### src/rtl/rnic_exdes_write_pkt_gen_if.sv
// AXI-Stream bus carrying generated RoCE WRITE_ONLY packets into the rx packet handler.
interface rnic_exdes_write_pkt_gen_if #(
  parameter int DATA_W = 512
);
  logic [DATA_W-1:0]   tdata;
  logic [DATA_W/8-1:0] tkeep;
  logic                tvalid;
  logic                tlast;
  logic                tready;

  modport master (output tdata, tkeep, tvalid, tlast, input tready);
  modport slave  (input tdata, tkeep, tvalid, tlast, output tready);
endinterface

### src/rtl/rnic_exdes_write_pkt_gen.sv
// RDMA WRITE_ONLY packet generator for the write-path example design (header beat + payload beats).
// Optional macro PKT_GEN_INCR_PATTERN_EN selects an incrementing payload instead of all-ones.
module rnic_exdes_write_pkt_gen #(
  parameter int          C_AXIS_DATA_WIDTH = 512,
  parameter int          NUM_PKTS          = 16,
  parameter int          PAYLOAD_BEATS     = 4,
  parameter logic [23:0] START_PSN         = 24'h0,
  parameter int          IPG_CYCLES        = 8
) (
  input  logic        core_clk,
  input  logic        core_rst,
  input  logic        start_i,
  input  logic [23:0] dest_qp_i,
  input  logic [31:0] rkey_i,
  input  logic [63:0] base_va_i,
  rnic_exdes_write_pkt_gen_if.master m_axis,
  output logic [23:0] write_pkt_psn,
  output logic [7:0]  pkt_sent_cnt,
  output logic        busy_o,
  output logic        done_o
);

  localparam logic [31:0] DMA_LEN = 32'(PAYLOAD_BEATS * 64);
  localparam logic [63:0] VA_STEP = 64'(PAYLOAD_BEATS * 64);

  typedef enum logic [2:0] {IDLE, HDR, PAYLOAD, GAP, DONE} state_t;

  state_t      state, state_nxt;
  logic [5:0]  beat_cnt;
  logic [15:0] gap_cnt;
  logic        psn_used;
  logic [23:0] dest_qp;
  logic [31:0] rkey;
  logic [63:0] va;
  logic        start_ok, last_beat, run_done, gap_end, hdr_entry;

  function automatic logic [C_AXIS_DATA_WIDTH-1:0] build_hdr(
    input logic [63:0] hva, input logic [23:0] hpsn,
    input logic [23:0] hqp, input logic [31:0] hrkey);
    logic [C_AXIS_DATA_WIDTH-1:0] h;
    h            = '0;
    h[511:448]   = hva;
    h[431:408]   = hpsn;
    h[407:384]   = hqp;
    h[383:352]   = hrkey;
    h[343:336]   = 8'h0A;
    h[335:304]   = DMA_LEN;
    return h;
  endfunction

  function automatic logic [C_AXIS_DATA_WIDTH-1:0] build_payload(
    input logic [7:0] pkt_idx, input logic [5:0] beat_idx);
`ifdef PKT_GEN_INCR_PATTERN_EN
    return {16{8'h00, pkt_idx, 10'h000, beat_idx}};
`else
    logic unused;
    unused = ^{pkt_idx, beat_idx};
    return {C_AXIS_DATA_WIDTH{1'b1}};
`endif
  endfunction

  assign start_ok  = start_i && (state == IDLE || state == DONE);
  assign last_beat = (beat_cnt == 6'(PAYLOAD_BEATS - 1));
  assign run_done  = ((pkt_sent_cnt + 8'd1) == 8'(NUM_PKTS));
  assign gap_end   = (gap_cnt == 16'(IPG_CYCLES - 1));
  assign hdr_entry = (state_nxt == HDR) && (state != HDR);

  always_comb begin
    state_nxt     = state;
    m_axis.tvalid = 1'b0;
    m_axis.tlast  = 1'b0;
    m_axis.tkeep  = '0;
    m_axis.tdata  = '0;
    busy_o        = 1'b0;
    done_o        = 1'b0;
    case (state)
      IDLE: if (start_i) state_nxt = HDR;
      HDR: begin
        m_axis.tvalid = 1'b1;
        m_axis.tkeep  = '1;
        m_axis.tdata  = build_hdr(va, write_pkt_psn, dest_qp, rkey);
        busy_o        = 1'b1;
        if (m_axis.tready) state_nxt = PAYLOAD;
      end
      PAYLOAD: begin
        m_axis.tvalid = 1'b1;
        m_axis.tkeep  = '1;
        m_axis.tlast  = last_beat;
        m_axis.tdata  = build_payload(pkt_sent_cnt, beat_cnt);
        busy_o        = 1'b1;
        if (m_axis.tready && last_beat) state_nxt = run_done ? DONE : GAP;
      end
      GAP: begin
        busy_o = 1'b1;
        if (gap_end) state_nxt = HDR;
      end
      DONE: begin
        done_o = 1'b1;
        if (start_i) state_nxt = HDR;
      end
      default: state_nxt = IDLE;
    endcase
  end

  // Control state: the first header after reset reuses START_PSN, every later header bumps it.
  always_ff @(posedge core_clk) begin
    if (core_rst) begin
      state         <= IDLE;
      beat_cnt      <= '0;
      gap_cnt       <= '0;
      pkt_sent_cnt  <= '0;
      write_pkt_psn <= START_PSN;
      psn_used      <= 1'b0;
    end else begin
      state <= state_nxt;
      if (start_ok)
        pkt_sent_cnt <= '0;
      else if (state == PAYLOAD && m_axis.tready && last_beat)
        pkt_sent_cnt <= pkt_sent_cnt + 8'd1;
      if (state == HDR)
        beat_cnt <= '0;
      else if (state == PAYLOAD && m_axis.tready)
        beat_cnt <= beat_cnt + 6'd1;
      gap_cnt <= (state == GAP) ? gap_cnt + 16'd1 : '0;
      if (hdr_entry) begin
        if (psn_used) write_pkt_psn <= write_pkt_psn + 24'd1;
        psn_used <= 1'b1;
      end
    end
  end

  // Run parameters are data only; they are always loaded by start before use.
  always_ff @(posedge core_clk) begin
    if (start_ok) begin
      dest_qp <= dest_qp_i;
      rkey    <= rkey_i;
      va      <= base_va_i;
    end else if (state == GAP && gap_end) begin
      va <= va + VA_STEP;
    end
  end

endmodule

### src/flat_wrapper.sv
// flat-port wrapper written by rule: the top's interface ports become plain ports
module rnic_exdes_write_pkt_gen_flat 
#(
  parameter int          C_AXIS_DATA_WIDTH = 512,
  parameter int          NUM_PKTS          = 16,
  parameter int          PAYLOAD_BEATS     = 4,
  parameter logic [23:0] START_PSN         = 24'h0,
  parameter int          IPG_CYCLES        = 8
)
  (core_clk, core_rst, start_i, dest_qp_i, rkey_i, base_va_i, write_pkt_psn, pkt_sent_cnt, busy_o, done_o, m_axis_tdata, m_axis_tkeep, m_axis_tvalid, m_axis_tlast, m_axis_tready);
  rnic_exdes_write_pkt_gen_if #(.DATA_W(512)) m_axis_i ();
  input  logic core_clk;
  input  logic core_rst;
  input  logic start_i;
  input  logic [23:0] dest_qp_i;
  input  logic [31:0] rkey_i;
  input  logic [63:0] base_va_i;
  output logic [23:0] write_pkt_psn;
  output logic [7:0] pkt_sent_cnt;
  output logic busy_o;
  output logic done_o;
  output wire logic [$bits(m_axis_i.tdata)-1:0] m_axis_tdata;
  output wire logic [$bits(m_axis_i.tkeep)-1:0] m_axis_tkeep;
  output wire logic [$bits(m_axis_i.tvalid)-1:0] m_axis_tvalid;
  output wire logic [$bits(m_axis_i.tlast)-1:0] m_axis_tlast;
  input wire logic [$bits(m_axis_i.tready)-1:0] m_axis_tready;
  assign m_axis_tdata = m_axis_i.tdata;
  assign m_axis_tkeep = m_axis_i.tkeep;
  assign m_axis_tvalid = m_axis_i.tvalid;
  assign m_axis_tlast = m_axis_i.tlast;
  assign m_axis_i.tready = m_axis_tready;
  rnic_exdes_write_pkt_gen #(.C_AXIS_DATA_WIDTH(C_AXIS_DATA_WIDTH), .NUM_PKTS(NUM_PKTS), .PAYLOAD_BEATS(PAYLOAD_BEATS), .START_PSN(START_PSN), .IPG_CYCLES(IPG_CYCLES)) u_core (.core_clk(core_clk), .core_rst(core_rst), .start_i(start_i), .dest_qp_i(dest_qp_i), .rkey_i(rkey_i), .base_va_i(base_va_i), .m_axis(m_axis_i), .write_pkt_psn(write_pkt_psn), .pkt_sent_cnt(pkt_sent_cnt), .busy_o(busy_o), .done_o(done_o));
endmodule
### config.mk
export PLATFORM = sky130hd
export DESIGN_NAME = rnic_exdes_write_pkt_gen_flat
export DESIGN_NICKNAME = d
export VERILOG_FILES = /design/src/rtl/rnic_exdes_write_pkt_gen_if.sv /design/src/rtl/rnic_exdes_write_pkt_gen.sv /design/src/flat_wrapper.sv
export SDC_FILE = /design/constraint.sdc
export NUM_CORES = 1
export LEC_CHECK = 0
export CAP_MARGIN = 20
export CORE_AREA = 2 2 284 286
export DETAILED_ROUTE_END_ITERATION = 12
export DIE_AREA = 0 0 286 288
export RECOVER_POWER = 25
export SLEW_MARGIN = 20
export SYNTH_ARGS = -nofsm -noshare
export SYNTH_HDL_FRONTEND = slang
export SYNTH_SLANG_ARGS = --single-unit
### constraint.sdc
create_clock -name core_clk -period 11.2 [get_ports core_clk]
set_input_delay 1.12 -clock core_clk [delete_from_list [all_inputs] [get_ports core_clk]]
set_output_delay 1.12 -clock core_clk [all_outputs]
set_load 0.01 [all_outputs]
==> impl_results.md <==
* DRT iter0 DRCs at 407
* Measured slew at the worst slew-check pin at 4.14 ns
* Nets at 1761
* Status: complete, but fails checks
* DP Area at 18000 sq um
* Tmin final at 6.06 ns
* Relative slew slack at -1.76
* Vias at between 9000 and 10000
* Crit Path Max Fanout at about 140
* Die H at 288 microns
* Proportion of layout cells with a drive suffix above 1 at 0.0505
* Final setup TNS at 0 ns
* Unique cell type count in the Yosys netlist at 52
* Total CTS buffers at 17
* Starting density of the core at 0.158
* Seq/Total Area, Yosys at 0.378
* DRC viols at 0
* Pre-CTS WS at 6.63 ns
* Vias per std cell at ~3.5
* Row Count at between 100 and 150
* Pins Over Slew Limit at about 150
* Syn_area_per_cell at 9.35 sq um
* Arr. time, crit path at 4.94 ns
* Final Cell Area at 18600 sq um
* Hold Path Class: reg -> reg
* Post-route setup slack at just over 5 ns
* Total Routed Length at 41500 microns
* Wirelength per Cell at approximately 15 microns
* Maximum clock rate at 165 MHz
* Area added between synthesis and finish at 47.1%
* Pre-antenna DRT Iters at 5
* Total power draw at 2.19 mW
* Hold WS at 0.455 ns
* Netlist Area Pre-Place at between 10000 and 15000 sq um
* Maximum clock path buffer count at 2
* Failing checks: capacitance limit, slew limit
* Power Density at about 120 nW/um^2
* CTS tree: yes
* Critical-path cell list: nor3b_1, clkbuf_1, buf_6, clkdlybuf4s50_1
* Post-Synthesis Cells at 1350
* H-tree Lvls at 4
* Antenna violations before repair at 10
* Startpoint types: register
* Clk_lat worst skew at 0.50 ns
* Sink Count at 178
* Post-CTS Hold Fix Bufs at 0
* CTS-repair resized insts at 0
* DIE AREA at around 80000 sq um
* CP max stage cell: clkbuf_1
* Fin crit share at 0.541
* Number of synthesized register bits at 178
* Static Leak at between 7 and 8 nW
* Maximum VDD drop at 0.0746 mV
* Final hold vios at 0
* Die width at roughly 290 microns
* Final Wtd Congestion at 0.751
* Vias in the first global route at 8510
* Ys flop type: edfxtp_1
* Postcts setup bufs at 0
* EDFF count, synth at 120
* Largest net degree at the start of global routing at around 170
* Ys Warns at 0
* Worst setup EP type: output pin
* RSZ-0062 raised after global routing: no
* Final setup fails at 0
* First-pass GRT wire length at 57300 microns
* Placed wire-length estimate at 31000 microns
* Worst Path Required at about 10 ns
* Clock skew at 0.0137 ns
* Port bufs at 735
* I/O pin count at ~740
* Gr usage total at 0.0937
* WS Path Type: reg -> out
* Max stage delay on crit path at roughly 2 ns
* Clock root buffer: clkbuf_16
* ANT nets after route at 0
* Core box area at 79600 sq um
* Clk pin slew, worst setup/hold paths at 0.08 ns
* Max Cap Viol at 3
* Gr ovfl total at 0
* Asr flop ratio synth at 0
* Mapped Nets at ~1500
[power by group]
part	leakage, nW	internal, mW	switching (mW)
Sequential	1.62	0.765	0.0503
Clock	0.297	0.303	0.330
Combinational	5.23	0.417	0.329
Total	7.15	1.48	0.709
[cells by family (layout without fill, tap and decap cells)]
group	after synthesis	in the layout	synth area share
compound gates	222	222	0.120
simple gates	342	342	0.148
fa+ha+maj	6	6	0.00595
mux	3	3	0.00258
other cells	0	2	0
buf+inv	501	795	0.278
flops	178	178	0.378
xor+xnor	98	98	0.0680
[path summary, 6_finish.rpt]
kind / start / to / slack, ns / cells past startpoint
max: u_core.state[1]$_SDFF_PP0_ / m_axis_tdata[281] / 5.14 / 4
min: u_core.gap_cnt[0]$_SDFF_PP0_ / u_core.gap_cnt[0]$_SDFF_PP0_ / 0.45 / 1
max reg2reg: u_core.state[1]$_SDFF_PP0_ / u_core.write_pkt_psn[0]$_SDFFE_PP0P_ / 5.80 / 8
min reg2reg: u_core.gap_cnt[0]$_SDFF_PP0_ / u_core.gap_cnt[0]$_SDFF_PP0_ / 0.45 / 1
[cell type report]
class                      count  area [sq um]
multi-input combinational    671          4340
tap                         1060          1330
fill                        8560         61100
timing repair buffer         748          7460
inverter                      15          61.3
clock inverter                15           181
clock buffer                  17           425
sequential                   178          4760
antenna                        2          5.00
[Yosys cell counts, types with 7 or more instances]
cell type,n,area share
nand3_1,40,0.016
nor3_1,9,0.0036
nor3_2,12,0.0095
o21ai_1,11,0.0044
and4_1,7,0.0049
and3_1,13,0.0064
nor2_1,90,0.027
edfxtp_1,120,0.29
inv_1,14,0.0042
nand2_1,97,0.029
dfxtp_1,58,0.092
or3_1,7,0.0035
nand4_1,20,0.0099
buf_4,431,0.26
clkbuf_1,44,0.013
xor2_1,46,0.032
o21ai_0,38,0.015
and2_1,10,0.0050
a21oi_1,21,0.0083
xnor2_1,52,0.036
a21o_1,144,0.086
[placed cells by master, fill, tap and decap left out, drive strengths merged, types with 27 or more instances in the layout]
cell type | synthesis | routed
clkdlybuf4s50 | 0 | 647
a21o | 144 | 144
edfxtp | 120 | 120
nand2 | 97 | 97
nor2 | 91 | 91
dlygate4sd3 | 0 | 88
dfxtp | 58 | 58
xnor2 | 52 | 52
o21ai | 51 | 51
xor2 | 46 | 46
nand3 | 42 | 42
nand4 | 27 | 27
[worst max-delay path, delay by kind of cell, from the launching register on]
kind	cells	cell delay (ns)
buffers and inverters	3	3.47
DFF	1	0.48
and+or+nand+nor	1	0.32
[layer usage]
layer | share of wire | track usage | vias up
li1 | - | - | 4693
met1 | 0.43 | 0.113 | 4372
met2 | 0.48 | 0.157 | 411
met3 | 0.075 | 0.0286 | 47
met4 | 0.022 | 0.0351 | 4
met5 | 0.00065 | 0 | -
[stage by stage]
| step | util | cells |
|---|---|---|
| final | 0.233 | 2706 |
| after global routing | 0.233 | 2705 |
| after CTS | 0.233 | 2703 |
| after detailed placement | 0.226 | 2671 |
| after global placement | 0.226 | 2671 |
| after floorplan | - | 1350 |
[registers in the layout (all words and copies together), names as in the netlist]
| name | count |
|---|---|
| u_core.pkt_sent_cnt | 8 |
| u_core.state | 3 |
| u_core.rkey | 32 |
| u_core.va | 64 |
| u_core.psn_used | 1 |
| u_core.beat_cnt | 6 |
| u_core.write_pkt_psn | 24 |
| u_core.dest_qp | 24 |
| u_core.gap_cnt | 16 |
Power figures use the tool's default switching activity.
